### src/rtl/traffic_pkg.sv
// Shared definitions for the side-road detector and the traffic light controller:
// detector FSM states, light encodings and the vehicle-count width.
package traffic_pkg;

    localparam int unsigned CNT_W = 4;

    typedef enum logic [1:0] {
        IDLE  = 2'd0,
        REQ   = 2'd1,
        SERVE = 2'd2,
        CLEAR = 2'd3
    } det_state_t;

    localparam logic [2:0] GREEN  = 3'b100;
    localparam logic [2:0] YELLOW = 3'b010;
    localparam logic [2:0] RED    = 3'b001;

    localparam logic [CNT_W-1:0] CNT_ZERO = 4'd0;
    localparam logic [CNT_W-1:0] CNT_ONE  = 4'd1;

    // An arrival and a departure in the same cycle cancel; arrivals at max_cnt are dropped.
    function automatic logic [CNT_W-1:0] count_next(
        input logic [CNT_W-1:0] cur,
        input logic             arrival,
        input logic             tick,
        input logic [CNT_W-1:0] max_cnt
    );
        logic [CNT_W-1:0] nxt;
        nxt = cur;
        if (arrival && !tick) begin
            if (cur == max_cnt) begin
                nxt = cur;
            end else begin
                nxt = cur + CNT_ONE;
            end
        end else if (tick && !arrival) begin
            nxt = cur - CNT_ONE;
        end else begin
            nxt = cur;
        end
        return nxt;
    endfunction

endpackage

### src/rtl/loop_debounce.sv
// Two-flop synchroniser and stability counter for the raw inductive-loop sensor.
// loop_db only follows the synchronised level after DEBOUNCE_CYC consecutive differing cycles.
module loop_debounce #(
    parameter int unsigned DEBOUNCE_CYC = 4
) (
    input  logic clk,
    input  logic rst,
    input  logic loop_raw,
    output logic loop_db
);

    localparam logic [3:0] DEB_LAST_C = 4'(DEBOUNCE_CYC - 32'd1);

    logic       sync1_r;
    logic       sync2_r;
    logic       db_r;
    logic [3:0] cnt_r;
    logic       db_nxt_s;
    logic [3:0] cnt_nxt_s;

    // Debounce next-state: count mismatching cycles, commit the new level on the last one.
    always_comb begin
        db_nxt_s  = db_r;
        cnt_nxt_s = 4'd0;
        if (sync2_r != db_r) begin
            if (cnt_r == DEB_LAST_C) begin
                db_nxt_s  = sync2_r;
                cnt_nxt_s = 4'd0;
            end else begin
                db_nxt_s  = db_r;
                cnt_nxt_s = cnt_r + 4'd1;
            end
        end else begin
            db_nxt_s  = db_r;
            cnt_nxt_s = 4'd0;
        end
    end

    // Synchroniser, debounced level and stability counter registers.
    always_ff @(posedge clk or negedge rst) begin
        if (!rst) begin
            sync1_r <= 1'b0;
            sync2_r <= 1'b0;
            db_r    <= 1'b0;
            cnt_r   <= 4'd0;
        end else begin
            sync1_r <= loop_raw;
            sync2_r <= sync1_r;
            db_r    <= db_nxt_s;
            cnt_r   <= cnt_nxt_s;
        end
    end

    assign loop_db = db_r;

endmodule

### src/rtl/side_road_vehicle_detector.sv
// Side-road vehicle detector: debounced loop arrivals feed a saturating queue count
// that is drained one vehicle per DRAIN_CYC cycles of side-road green.
module side_road_vehicle_detector
    import traffic_pkg::*;
#(
    parameter int unsigned DEBOUNCE_CYC = 4,
    parameter int unsigned DRAIN_CYC    = 3,
    parameter int unsigned QUEUE_MAX    = 15
) (
    input  logic             clk,
    input  logic             rst,
    input  logic             loop_raw,
    input  logic             fg,
    output logic             s,
    output logic [CNT_W-1:0] veh_cnt,
    output logic             ovf,
    output logic [1:0]       state
);

    localparam logic [5:0]       DRAIN_LAST_C = 6'(DRAIN_CYC - 32'd1);
    localparam logic [CNT_W-1:0] QMAX_C       = 4'(QUEUE_MAX);

    logic             loop_db_s;
    logic             db_d_r;
    logic             arrival_s;
    logic             run_s;
    logic             tick_s;
    logic [5:0]       tmr_r;
    logic [5:0]       tmr_nxt_s;
    logic [CNT_W-1:0] cnt_r;
    logic [CNT_W-1:0] cnt_nxt_s;
    logic             ovf_r;
    logic             ovf_nxt_s;
    logic             s_r;
    det_state_t       state_r;
    det_state_t       state_nxt_s;

    loop_debounce #(
        .DEBOUNCE_CYC (DEBOUNCE_CYC)
    ) u_loop_debounce (
        .clk      (clk),
        .rst      (rst),
        .loop_raw (loop_raw),
        .loop_db  (loop_db_s)
    );

    assign arrival_s = loop_db_s & ~db_d_r;

    // Drain timer: only accumulates green time while serving, wraps on each departure.
    always_comb begin
        run_s     = (state_r == SERVE) && fg;
        tick_s    = run_s && (tmr_r == DRAIN_LAST_C) && (cnt_r != CNT_ZERO);
        tmr_nxt_s = 6'd0;
        if (run_s) begin
            if (tmr_r == DRAIN_LAST_C) begin
                tmr_nxt_s = 6'd0;
            end else begin
                tmr_nxt_s = tmr_r + 6'd1;
            end
        end else begin
            tmr_nxt_s = 6'd0;
        end
    end

    // Queue count and sticky overflow next-state.
    always_comb begin
        cnt_nxt_s = count_next(cnt_r, arrival_s, tick_s, QMAX_C);
        ovf_nxt_s = ovf_r;
        if (cnt_nxt_s == CNT_ZERO) begin
            ovf_nxt_s = 1'b0;
        end else if (arrival_s && !tick_s && (cnt_r == QMAX_C)) begin
            ovf_nxt_s = 1'b1;
        end else begin
            ovf_nxt_s = ovf_r;
        end
    end

    // FSM next-state; fg is ignored while idle.
    always_comb begin
        state_nxt_s = state_r;
        case (state_r)
            IDLE: begin
                if (cnt_nxt_s != CNT_ZERO) begin
                    state_nxt_s = REQ;
                end else begin
                    state_nxt_s = IDLE;
                end
            end
            REQ: begin
                if (fg && (cnt_r != CNT_ZERO)) begin
                    state_nxt_s = SERVE;
                end else if (cnt_r == CNT_ZERO) begin
                    state_nxt_s = IDLE;
                end else begin
                    state_nxt_s = REQ;
                end
            end
            SERVE: begin
                if (!fg) begin
                    if (cnt_nxt_s != CNT_ZERO) begin
                        state_nxt_s = REQ;
                    end else begin
                        state_nxt_s = IDLE;
                    end
                end else if (cnt_nxt_s == CNT_ZERO) begin
                    state_nxt_s = CLEAR;
                end else begin
                    state_nxt_s = SERVE;
                end
            end
            CLEAR: begin
                if (!fg) begin
                    state_nxt_s = IDLE;
                end else if (arrival_s) begin
                    state_nxt_s = SERVE;
                end else begin
                    state_nxt_s = CLEAR;
                end
            end
            default: begin
                state_nxt_s = IDLE;
            end
        endcase
    end

    // State, count, request and timer registers.
    always_ff @(posedge clk or negedge rst) begin
        if (!rst) begin
            db_d_r  <= 1'b0;
            tmr_r   <= 6'd0;
            cnt_r   <= CNT_ZERO;
            ovf_r   <= 1'b0;
            s_r     <= 1'b0;
            state_r <= IDLE;
        end else begin
            db_d_r  <= loop_db_s;
            tmr_r   <= tmr_nxt_s;
            cnt_r   <= cnt_nxt_s;
            ovf_r   <= ovf_nxt_s;
            s_r     <= (cnt_nxt_s != CNT_ZERO);
            state_r <= state_nxt_s;
        end
    end

    assign s       = s_r;
    assign veh_cnt = cnt_r;
    assign ovf     = ovf_r;
    assign state   = state_r;

endmodule

### config.mk
export PLATFORM = sky130hd
export DESIGN_NAME = side_road_vehicle_detector
export DESIGN_NICKNAME = d
export VERILOG_FILES = /design/src/rtl/traffic_pkg.sv /design/src/rtl/loop_debounce.sv /design/src/rtl/side_road_vehicle_detector.sv
export SDC_FILE = /design/constraint.sdc
export NUM_CORES = 1
export LEC_CHECK = 0
export CAP_MARGIN = 20
export CELL_PAD_IN_SITES_DETAIL_PLACEMENT = 0
export CELL_PAD_IN_SITES_GLOBAL_PLACEMENT = 1
export CORE_MARGIN = 4
export CORE_UTILIZATION = 43
export CTS_CLUSTER_SIZE = 24
export DETAILED_ROUTE_END_ITERATION = 10
export GPL_TIMING_DRIVEN = 0
export PLACE_DENSITY = 0.81
export SETUP_SLACK_MARGIN = 0.15
export SYNTH_ARGS = -nofsm -noshare
export SYNTH_HDL_FRONTEND = slang
export SYNTH_SLANG_ARGS = --single-unit
export TNS_END_PERCENT = 10
### constraint.sdc
create_clock -name clk -period 2.84 [get_ports clk]
set_input_delay 0.568 -clock clk [delete_from_list [all_inputs] [get_ports clk]]
set_output_delay 0.568 -clock clk [all_outputs]
set_load 0.005 [all_outputs]
=== After elaboration in Yosys (flattened, before gate mapping) ===
Cells that the tools add are included.

* Register bits after elaboration: 22
* Latch bits: 0
* RAM bits: 0
* ROM bits: 0
* Input bits: 4
* Logic and storage cells: 56
* Memories kept: 0

* $add $sub $neg: 4
* Multipliers: 0
* Divide/modulo/power cells: 0
* $lt $le $gt $ge: 0
* Eq/ne operators: 7
* Shifts and indexed selects: 0
* Multiplexer cells: 17
* Bitwise logic cells: 2
* Reductions and logical operators: 16

{| class="wikitable"
|+ Operators by type and width
! kind !! number
|-
| 4-bit two-way mux || 5
|-
| 6-bit two-way mux || 2
|-
| 4-bit by 1-bit adder with 4-bit output (second input constant) || 2
|-
| 4-bit zero test || 2
|-
| 2-bit case mux with 4 select lines || 1
|-
| 4-bit nonzero test || 2
|-
| 1-bit logical AND || 7
|-
| 6-bit by 1-bit adder with 6-bit output (second input constant) || 1
|-
| 6-bit by 2-bit == test with 1-bit output (second input constant) || 1
|-
| 1-bit two-way mux || 6
|-
| 2-bit two-way mux || 3
|-
| 2-bit == test (second input constant) || 2
|-
| 4-bit by 2-bit == test with 1-bit output (second input constant) || 1
|-
| 4-bit == test (second input constant) || 1
|-
| 4-bit by 1-bit subtractor with 4-bit output (second input constant) || 1
|-
| 2-bit by 1-bit == test with 1-bit output (second input constant) || 1
|-
| 1-bit zero test || 2
|-
| 2-bit zero test || 1
|-
| 2-bit AND reduction || 1
|-
| 2-bit nonzero test || 1
|-
| 1-bit bitwise AND || 1
|-
| 1-bit != test || 1
|-
| 1-bit inverter || 1
|}

=== Logic depth before layout (Yosys ltp) ===
Gate-level depths: netlist (run 1).

* Depth in word-level cells: 11
* Mapped depth: 8

=== Hierarchy ===
A second synthesis (run 1) with hierarchy kept.

* Cell total of the unflattened synthesis: 115
* Area, all modules: 1,152.4 um^2

{| class="wikitable"
|+ By module, submodules not included
! module !! times used !! cells each !! area each (um^2) !! sequential area each (um^2)
|-
| side_road_vehicle_detector || 1 || 95 || 872.1 || 375.4
|-
| loop_debounce || 1 || 20 || 280.3 || 175.2
|}

=== Worst setup path after synthesis (run 1) ===
Ideal clock, no wire load.

* Kind: register -> register
* Start point: register cnt_r[0] (netlist: veh_cnt[0])
* End point: register state_r[0] (netlist: state[0])
* Library setup time: 0.092 ns
* Arrival: 2.145 ns
* Required time: 2.748 ns
* Setup slack: 0.603 ns
* Cell stages (with the launch flop): 9
* Buffers on the path: 0
* Clock period less this slack: 2.237 ns
* Path through: dfrtp_1 -> inv_1 -> ha_1 -> or3b_4 -> and4_4 -> a32oi_1 -> o41ai_4 -> and4_1 -> o31ai_2

* Longest elaborated chain between the ends: 9
* Elaborated cells between the ends (all ways): 21

{| class="wikitable"
|+ RTL lines
! item !! RTL line !! RTL
|-
| from (decl) || side_road_vehicle_detector.sv:30 || <nowiki>logic [CNT_W-1:0] cnt_r;</nowiki>
|-
| from (signal assigned) || side_road_vehicle_detector.sv:138 || <nowiki>cnt_r <= cnt_nxt_s;</nowiki>
|-
| parallel branches: the longest is 8 deep, another holds 4-bit by 1-bit subtractor with 4-bit output || n/a ||
|-
| 2-bit case mux with 4 select lines (*) || side_road_vehicle_detector.sv:81 || <nowiki>case (state_r)</nowiki>
|-
| net state_nxt_s[0] || side_road_vehicle_detector.sv:36 || <nowiki>det_state_t state_nxt_s;</nowiki>
|-
| to (signal assigned) || side_road_vehicle_detector.sv:141 || <nowiki>state_r <= state_nxt_s;</nowiki>
|-
| to (decl) || side_road_vehicle_detector.sv:35 || <nowiki>det_state_t state_r;</nowiki>
|}

Mark *: on every way through the listed nets, which the timed path passes.
A chain may end at the register's enable or synchronous reset.

=== Worst setup path in the final report (run 1) ===
Same ends and word-level chain as after synthesis.

==> results of run 1 <==
==> layer usage <==
| layer | global-route usage | vias to the layer above |
|---|---|---|
| met2 | 0.2269 | 17 |
| met5 | 0 | - |
| met4 | 0.04954 | 0 |
| met1 | 0.1790 | 424 |
| li1 | - | 425 |
| met3 | 0.03191 | 2 |
==> metrics by stage <==
step	hold slack (ns)	power (W)	instance area (um^2)	utilization
6_report	0.3686	0.001271	1409	0.5536
5_1_grt	0.3756	0.001369	1409	0.5536
4_1_cts	0.3718	0.001277	1381	0.5428
3_5_place_dp	0.3420	0.001032	1329	0.5221
3_3_place_gp	0.3348	0.001013	1329	0.5221
2_1_floorplan	0.2724	0.0008310	1181	-
==> synth_stat cells, drive strengths merged <==
| library cell | instances |
|---|---|
| ha | 5 |
| nor2 | 13 |
| or3b | 1 |
| and4b | 1 |
| and2b | 1 |
| nor3b | 2 |
| nand3 | 7 |
| nor3 | 2 |
| a32oi | 2 |
| o211ai | 1 |
| a31oi | 4 |
| mux2 | 3 |
| nand2b | 1 |
| o21ai | 3 |
| nand3b | 1 |
| o41ai | 1 |
| or2 | 1 |
| or3 | 2 |
| nor2b | 2 |
| xor2 | 3 |
| nor4 | 3 |
| or2b | 1 |
| xnor2 | 4 |
| and3 | 1 |
| inv | 6 |
| a21oi | 1 |
| nand4 | 1 |
| a211o | 1 |
| o2bb2ai | 1 |
| nand2 | 6 |
| and4 | 2 |
| o22a | 1 |
| dfrtp | 22 |
| o31ai | 3 |
==> final timing paths <==
| kind | endpoint | cells after the start |
|---|---|---|
| worst max register to register | state[0] | 8 |
| worst min register to register | u_loop_debounce.sync2_r | 0 |
| max in group asynchronous | u_loop_debounce.cnt_r[3] | 2 |
| worst max-delay path | state[0] | 8 |
| worst min-delay path | u_loop_debounce.sync2_r | 0 |
| min in group asynchronous | state[1] | 1 |
==> layout make-up <==
class | instances | area, um^2
well taps | 30 | 37.54
inverters | 6 | 22.52
flip-flops and latches | 22 | 550.5
repair buffers | 12 | 137.6
clock inverters | 1 | 30.03
fillers | 219 | 1136
multi-input cells | 81 | 608.1
clock buffers | 3 | 22.52
==> flip-flops by register name (all words and copies together), names as in the netlist, 2 cells and up <==
register and cells:
tmr_r 6, state 2, u_loop_debounce.cnt_r 4, veh_cnt 4
==> worst reg2reg max path: stages, from the launching register on <==
cell and delay [ns]:
dfrtp_1 0.52, inv_1 0.14, ha_1 0.23, or3b_4 0.44
and4_4 0.23, a32oi_1 0.28, o41ai_4 0.16, and4_1 0.24
o31ai_2 0.20
==> cells in the final DEF, fill, tap and decap left out, types with 2 or more instances in the layout <==
master / count
nand2_1: 6
o31ai_1: 2
ha_1: 5
clkdlybuf4s50_1: 11
nor3_1: 2
xor2_1: 3
nor2b_1: 2
o21ai_0: 3
inv_1: 6
or3_1: 2
a31oi_1: 4
clkbuf_4: 3
dfrtp_1: 22
nor2_1: 13
mux2_2: 3
xnor2_1: 4
nand3_1: 7
a32oi_1: 2
==> power groups by stage <==
stage                     registers [W]  clock network, W  logic, W
final                          0.000507          0.000238  0.000525
after global routing           0.000520          0.000263  0.000586
after CTS                      0.000505          0.000245  0.000527
after detailed placement       0.000511                 0  0.000520
after global placement         0.000506                 0  0.000507
after floorplan                0.000495                 0  0.000336
==> cell families after synthesis <==
group,Yosys count,synth area share
AOI/OAI and AO/OA,18,0.1282
xor gates and xnor gates,7,0.05191
adders and majority gates,5,0.05297
buffers and inverters,6,0.01907
DFF,22,0.4661
muxes,3,0.02860
and+or+nand+nor,48,0.2532
==> flow_metrics.py, run 1 <==
metrics = {
    "cts": {
        "root_buffer": "clkbuf_4",
        "cts_hold_buf": 0,
        "clk_pin_slew_ns": 0.12,
        "cts_resized": 0,
        "numCtsBuffers": 3,
        "clk_latency_ns": 0.30,
        "cts_max_path_buffers": 2,
        "post_cts_buffers": 0,
        "cts_tree": "built",
        "clock_sinks": 22,
        "h-tree-depth": 1,
    },
    "detailed_routing": {
        "drc": 0,
        "wl_per_cell_um": 14.46,
        "vias": 868,
        "ant_nets": 0,
        "drt_iter0_drc": 30,
        "via_per_inst": 5.600,
        "dr.pass1.iters": 4,
        "met2_length_um": 1104,
        "routed_wl_um": 2241,
        "highest_layer": "met4",
        "wl_met3_um": 80,
        "routedLengthMet1_um": 1041,
    },
    "global_route": {
        "grt_use_total": 0.1380,
        "grt_pass1_vias": 823,
        "grt_overflow_total": 0,
        "grt_max_degree": 23,
        "antenna_found_initial": 0,
        "grt_pass1_wl_um": 3774,
    },
    "setup_path": {
        "critPathLaunch": "veh_cnt[0]",
        "slowest_delay_ns": 0.52,
        "path_delay_family": "simple AND/OR/NAND/NOR gates",
        "critical_path_arrival_ns": 2.75,
        "path_cells": "inv_1, ha_1, or3b_4, and4_4, a32oi_1, o41ai_4, and4_1, o31ai_2",
        "crit_path_top_delay_cell": "dfrtp_1",
        "crit_type": "flip-flop to flip-flop",
        "crit_required_ns": 3.06,
        "cp_max_fo": 8,
        "path_buf_inv": 1,
        "setup.worst_path.start_class": "flip-flop",
        "reg2reg_from": "veh_cnt[0]",
        "crit_path_end_kind": "flip-flop",
        "r2r_slack_ns": 0.30,
    },
    "timing": {
        "fmax_mhz": 394.4,
        "fin_setup_tns_ns": 0,
        "max-slew-margin-rel": 0.6372,
        "hold_violations": 0,
        "skew_ns": 0.0006665,
        "fin_crit_sh": 0.8929,
        "period_needed_ns": 2.536,
        "finalSetupViolations": 0,
        "slew_violations": 0,
        "rsz0062_at_grt": "no",
        "fin_ws_ns": 0.3042,
        "worstMarginPinSlew_ns": 0.5395,
    },
    "worst_hold_path": {
        "hp-class": "flip-flop to flip-flop",
        "hp-start": "u_loop_debounce.sync1_r",
    },
    "yosys": {
        "ys_types": 39,
        "synth_area_mm2": 0.001181,
        "synthTopCellsByArea": "dfrtp_1 (47%), ha_1 (5.3%), nor2_1 (4.1%)",
        "syn_inst": 109,
        "yosysTopAreaCell": "dfrtp_1",
        "ys_seq_elements": 22,
        "ys_seq_area_frac": 0.4661,
        "syn_nets": 118,
        "synth_top_area_frac": 0.4661,
        "postSynthAreaPerCell_um2": 10.84,
        "yosysWarnings": 0,
    },
    "floorplan": {
        "initial_core_util": 0.4641,
        "dieArea_mm2": 0.003649,
        "rows": 18,
        "die_y_um": 60.41,
        "io_pins": 12,
        "core_area_mm2": 0.002545,
        "fp.dieW_um": 60.41,
    },
    "placement": {
        "dp.cells": 150,
        "dp_hpwl_um": 1604,
        "post-place-ws_ns": 0.1207,
        "io_buffers": 11,
        "gp_congestion": 0.7774,
    },
    "power": {
        "seq_power_share": 0.399,
        "clkPwrFrac": 0.187,
        "internal_power_w": 0.0008155,
        "power_density_mw_per_mm2": 901.9,
        "power.switching_w": 0.0004551,
        "p_leak_nw": 0.5741,
        "irDropWorstVdd_mv": 0.5955,
        "switching_share": 0.3582,
        "comb_power_share": 0.413,
    },
    "cells_and_area": {
        "area_growth_pct": 19.28,
        "finalNonFillerCells": 155,
        "num_antenna_cells": 0,
        "fin_nets": 135,
        "layout-drive-gt1-share": 0.1440,
    },
    "job": {
        "cap_violations": 0,
    },
    "run_status": {
        "status": "finished, final reports clean",
    },
}
(Power assumes the default switching activity.)
==> inputs of run 2 (changes only) <==
--- a/config.mk
+++ b/config.mk
@@ -8,13 +8,14 @@
 export CAP_MARGIN = 20
 export CELL_PAD_IN_SITES_DETAIL_PLACEMENT = 0
 export CELL_PAD_IN_SITES_GLOBAL_PLACEMENT = 1
-export CORE_MARGIN = 4
+export CORE_MARGIN = 2
 export CORE_UTILIZATION = 43
 export CTS_CLUSTER_SIZE = 24
 export DETAILED_ROUTE_END_ITERATION = 10
 export GPL_TIMING_DRIVEN = 0
 export PLACE_DENSITY = 0.81
 export SETUP_SLACK_MARGIN = 0.15
+export SLEW_MARGIN = 20
 export SYNTH_ARGS = -nofsm -noshare
 export SYNTH_HDL_FRONTEND = slang
 export SYNTH_SLANG_ARGS = --single-unit
==> flow_metrics.py, run 2 (synthesis results as in run 1) <==
metrics = {
    "global_route": {
        "globalRouteMet1Util": 0.2059,
        "antenna_found_initial": 0,
        "grt_overflow_total": 0,
        "grt_max_degree": 23,
        "grtUsageMet2": 0.2370,
        "busiest_layer": "met2",
        "grt_pass1_vias": 827,
        "grtUsageMet3": 0.02765,
        "grt_pass1_wl_um": 3774,
        "grt_use_total": 0.1509,
    },
    "detailed_routing": {
        "routed_wl_um": 2197,
        "drt_iter0_drc": 19,
        "wl_per_cell_um": 14.17,
        "vias": 857,
        "via_per_inst": 5.529,
        "dr.pass1.iters": 4,
        "drc": 0,
        "ant_nets": 0,
    },
    "floorplan": {
        "rows": 19,
        "die_y_um": 56.41,
        "fp.dieW_um": 56.41,
        "core_area_mm2": 0.002686,
        "initial_core_util": 0.4397,
        "io_pins": 12,
        "dieArea_mm2": 0.003182,
    },
    "cells_and_area": {
        "final_cell_mix": "dfrtp_1 (22), nor2_1 (13), clkdlybuf4s50_1 (11)",
        "fill_cells": 253,
        "finalNonFillerCells": 155,
        "multi_input_area_um2": 608.1,
        "largest_reg_flops": 6,
        "top_register": "tmr_r",
        "layout-drive-gt1-share": 0.1371,
        "area_growth_pct": 17.06,
        "num_antenna_cells": 0,
        "register_area_um2": 550.5,
        "fin_nets": 134,
        "final_util": 0.5147,
        "layout_commonest_cell": "dfrtp_1",
    },
    "cts": {
        "cts_tree": "built",
        "root_buffer": "clkbuf_4",
        "cts_max_path_buffers": 2,
        "clk_pin_slew_ns": 0.13,
        "cts_hold_buf": 0,
        "clk_latency_ns": 0.31,
        "h-tree-depth": 1,
        "clock_sinks": 22,
        "post_cts_buffers": 0,
        "numCtsBuffers": 3,
        "cts_resized": 0,
    },
    "worst_hold_path": {
        "hp-class": "flip-flop to flip-flop",
        "hold_end": "u_loop_debounce.sync2_r",
        "hold_path_depth": 0,
        "hp-start": "u_loop_debounce.sync1_r",
    },
    "setup_path": {
        "reg2reg_from": "veh_cnt[0]",
        "crit_path_top_delay_cell": "dfrtp_1",
        "setup.worst_path.start_class": "flip-flop",
        "cp_max_fo": 8,
        "crit_path_end_kind": "flip-flop",
        "path_cells": "inv_1, ha_1, or3b_4, and4_4, a32oi_1, o41ai_4, and4_1, o31ai_2",
        "rr_worst_depth": 8,
        "r2r_slack_ns": 0.38,
        "r2r_end": "state[0]",
        "slowest_delay_ns": 0.52,
        "critical_path_arrival_ns": 2.69,
        "crit_type": "flip-flop to flip-flop",
        "crit_required_ns": 3.07,
    },
    "power": {
        "power_density_mw_per_mm2": 915.2,
        "seq_power_share": 0.402,
        "comb_power_share": 0.406,
        "p_leak_nw": 0.5614,
        "clkPwrFrac": 0.191,
        "internal_power_w": 0.0008103,
        "power.switching_w": 0.0004550,
        "switching_share": 0.3596,
        "irDropWorstVdd_mv": 0.4329,
    },
    "timing": {
        "fin_ws_ns": 0.3829,
        "period_needed_ns": 2.457,
        "worstMarginPinSlew_ns": 0.9834,
        "slew_violations": 0,
        "skew_ns": 0.002245,
        "rsz0062_at_grt": "no",
        "hold_violations": 0,
        "max-slew-margin-rel": 0.3424,
        "fin_setup_tns_ns": 0,
        "fmax_mhz": 407.0,
        "finalSetupViolations": 0,
        "whs_ns": 0.3660,
        "fin_crit_sh": 0.8652,
    },
    "run_status": {
        "status": "finished, final reports clean",
    },
    "placement": {
        "dp.cells": 151,
        "dp_hpwl_um": 1601,
        "post-place-ws_ns": 0.09667,
        "io_buffers": 11,
        "gp_congestion": 0.7636,
    },
    "job": {
        "cap_violations": 0,
    },
}
-- run 2: cell count changes in the layout (fill, tap and decap cells not counted) --
cell,previous run,this run
buf_16,1,0
-- run 2: final cells by class --
type	instances	share of cell area
Tap cell	31	0.02805
Clock inverter	1	0.02172
Multi-Input combinational cell	81	0.4398
Sequential cell	22	0.3982
Timing Repair Buffer	11	0.07964
Clock buffer	3	0.01629
Inverter	6	0.01629
-- run 2: power by group through the flow --
stage,Combinational [W],Sequential (W),Clock (W)
after floorplan,0.000336,0.000495,0
after global placement,0.000504,0.000508,0
after detailed placement,0.000515,0.000515,0
after CTS,0.000518,0.000509,0.000246
after global routing,0.000568,0.000529,0.000259
final,0.000514,0.000509,0.000242
-- run 2: metal layers --
layer,vias to the layer above,routed length [um]
li1,425,-
met1,404,1040
met2,23,1040
met3,5,72
met4,0,43
met5,-,0
-- run 2: worst max-delay path by stage --
stage / from / end / slack, ns
2_1_floorplan: veh_cnt[0] / state[0] / 0.60
3_3_place_gp: fg / state[0] / 0.12
3_5_place_dp: fg / state[0] / 0.1
4_1_cts: veh_cnt[0] / state[0] / 0.38
5_1_grt: veh_cnt[0] / state[0] / 0.24
6_report: veh_cnt[0] / state[0] / 0.38
-- run 2: metrics by stage --
stage	area, um^2	power, W
floorplan	1181	0.0008310
global placement	1330	0.001012
detailed placement	1330	0.001030
CTS	1383	0.001273
global route	1383	0.001357
finish	1383	0.001265
-- run 2: critical path: cells and delay by family, from the launching register on --
kind                     cells  cell delay [ns]
AO/OA/AOI/OAI                3             0.61
flip-flops                   1             0.52
AND/OR/NAND/NOR              3             0.90
buffers and inverters        1             0.13
adder cells (fa/ha/maj)      1             0.21
==> inputs of run 3 (changes only) <==
--- a/config.mk
+++ b/config.mk
@@ -14,6 +14,7 @@
 export DETAILED_ROUTE_END_ITERATION = 10
 export GPL_TIMING_DRIVEN = 0
 export PLACE_DENSITY = 0.81
+export RECOVER_POWER = 25
 export SETUP_SLACK_MARGIN = 0.15
 export SLEW_MARGIN = 20
 export SYNTH_ARGS = -nofsm -noshare
==> flow_metrics.py, run 3 (synthesis results as in run 1) <==
metrics = {
    "cts": {
        "h-tree-depth": 1,
        "post_cts_buffers": 0,
        "numCtsBuffers": 3,
        "root_buffer": "clkbuf_4",
        "cts_tree": "built",
        "cts_resized": 0,
        "cts_max_path_buffers": 2,
        "cts_hold_buf": 0,
        "clock_sinks": 22,
        "clk_latency_ns": 0.31,
        "clk_pin_slew_ns": 0.13,
    },
    "detailed_routing": {
        "met2_length_um": 1059,
        "highest_layer": "met4",
        "ant_nets": 0,
        "routedLengthMet1_um": 1034,
        "wl_per_cell_um": 14.14,
        "vias": 835,
        "dr.pass1.iters": 4,
        "routed_wl_um": 2191,
        "drt_iter0_drc": 17,
        "wl_met3_um": 69,
        "drc": 0,
        "via_per_inst": 5.387,
    },
    "timing": {
        "worstMarginPinSlew_ns": 0.9917,
        "fin_crit_sh": 0.8813,
        "max-slew-margin-rel": 0.3367,
        "finalSetupViolations": 0,
        "skew_ns": 0.002937,
        "rsz0062_at_grt": "no",
        "fmax_mhz": 399.6,
        "hold_violations": 0,
        "slew_violations": 0,
        "fin_setup_tns_ns": 0,
        "period_needed_ns": 2.503,
        "fin_ws_ns": 0.3372,
    },
    "power": {
        "internal_power_w": 0.0008094,
        "power.switching_w": 0.0004516,
        "p_leak_nw": 0.5622,
        "seq_power_share": 0.403,
        "power_density_mw_per_mm2": 912.1,
        "clkPwrFrac": 0.191,
        "comb_power_share": 0.406,
        "switching_share": 0.3581,
        "irDropWorstVdd_mv": 0.4326,
    },
    "worst_hold_path": {
        "hold_path_depth": 0,
        "hp-class": "flip-flop to flip-flop",
        "hp-start": "u_loop_debounce.sync1_r",
        "hold_end": "u_loop_debounce.sync2_r",
    },
    "cells_and_area": {
        "num_antenna_cells": 0,
        "final_cell_mix": "dfrtp_1 (22), nor2_1 (13), clkdlybuf4s50_1 (8)",
        "layout_commonest_cell": "dfrtp_1",
        "top_register": "tmr_r",
        "area_growth_pct": 17.06,
        "largest_reg_flops": 6,
        "layout-drive-gt1-share": 0.1371,
        "fin_nets": 134,
    },
    "global_route": {
        "grt_max_degree": 23,
        "antenna_found_initial": 0,
        "grt_use_total": 0.1509,
        "grt_overflow_total": 0,
        "grt_pass1_vias": 827,
        "grt_pass1_wl_um": 3774,
    },
    "setup_path": {
        "cp_max_fo": 5,
        "r2r_slack_ns": 0.39,
        "r2r_end": "state[0]",
        "path_delay_family": "simple AND/OR/NAND/NOR gates",
        "crit_path_end_kind": "flip-flop",
        "reg2reg_from": "veh_cnt[0]",
        "setup.worst_path.start_class": "primary input",
        "slowest_delay_ns": 0.62,
        "critical_path_arrival_ns": 2.73,
        "crit_required_ns": 3.07,
        "path_buf_inv": 1,
        "rr_worst_depth": 8,
        "path_cells": "dlygate4sd3_1, nand3b_1, nor4_4, mux2_2, o22a_1, and4_1, o31ai_2",
        "crit_type": "primary input to flip-flop",
        "crit_path_top_delay_cell": "dlygate4sd3_1",
    },
    "job": {
        "cap_violations": 0,
    },
    "placement": {
        "post-place-ws_ns": 0.09667,
        "dp_hpwl_um": 1601,
        "io_buffers": 11,
        "gp_congestion": 0.7636,
    },
    "floorplan": {
        "die_y_um": 56.41,
        "initial_core_util": 0.4397,
        "rows": 19,
        "core_area_mm2": 0.002686,
        "fp.dieW_um": 56.41,
        "io_pins": 12,
        "dieArea_mm2": 0.003182,
    },
    "run_status": {
        "status": "finished, final reports clean",
    },
}
==> run 3: cell count changes in the layout (fill, tap and decap cells not counted), sizes merged <==
| cell | change |
|---|---|
| clkdlybuf4s50 | -3 |
| dlygate4sd3 | +3 |
==> run 3: metrics by stage <==
step / utilization / cells / hold WS [ns] / power [W] / area, um^2
2_1_floorplan: - / 109 / 0.2724 / 0.0008310 / 1181
3_3_place_gp: 0.4951 / 151 / 0.3316 / 0.001012 / 1330
3_5_place_dp: 0.4951 / 151 / 0.3363 / 0.001030 / 1330
4_1_cts: 0.5147 / 155 / 0.3658 / 0.001273 / 1383
5_1_grt: 0.5147 / 155 / 0.3757 / 0.001356 / 1383
6_report: 0.5147 / 155 / 0.3659 / 0.001261 / 1383
==> run 3: worst register-to-register path, stage by stage (launching register included) <==
cell,delay [ns]
dfrtp_1,0.52
inv_1,0.13
ha_1,0.21
or3b_4,0.43
and4_4,0.23
a32oi_1,0.28
o41ai_4,0.16
and4_1,0.24
o31ai_2,0.17
==> run 3: how the worst max path moves through the flow <==
stage / end / start / slack, ns / depth (start not counted)
after CTS: state[0] / veh_cnt[0] / 0.38 / 8
after detailed placement: state[0] / fg / 0.1 / 7
after global routing: state[0] / veh_cnt[0] / 0.24 / 8
after floorplan: state[0] / veh_cnt[0] / 0.60 / 8
final: state[0] / fg / 0.34 / 7
after global placement: state[0] / fg / 0.12 / 7
==> run 3: final cells by class <==
class                           count  area [um^2]
Clock buffer                        3        22.52
Inverter                            6        22.52
Tap cell                           31        38.79
Clock inverter                      1        30.03
Timing Repair Buffer               11        110.1
Fill cell                         253         1304
Multi-Input combinational cell     81        608.1
Sequential cell                    22        550.5
==> run 3: metal layers <==
layer,global-route usage,up-vias
li1,-,425
met1,0.2059,393
met2,0.2370,15
met3,0.02765,2
met4,0.06122,0
met5,0,-
==> run 3: power groups by stage <==
stage / combinational [W] / sequential (W) / clock [W]
floorplan: 0.000336 / 0.000495 / 0
global route: 0.000567 / 0.000529 / 0.000259
finish: 0.000512 / 0.000509 / 0.000241
CTS: 0.000518 / 0.000509 / 0.000246
global placement: 0.000504 / 0.000508 / 0
detailed placement: 0.000515 / 0.000515 / 0
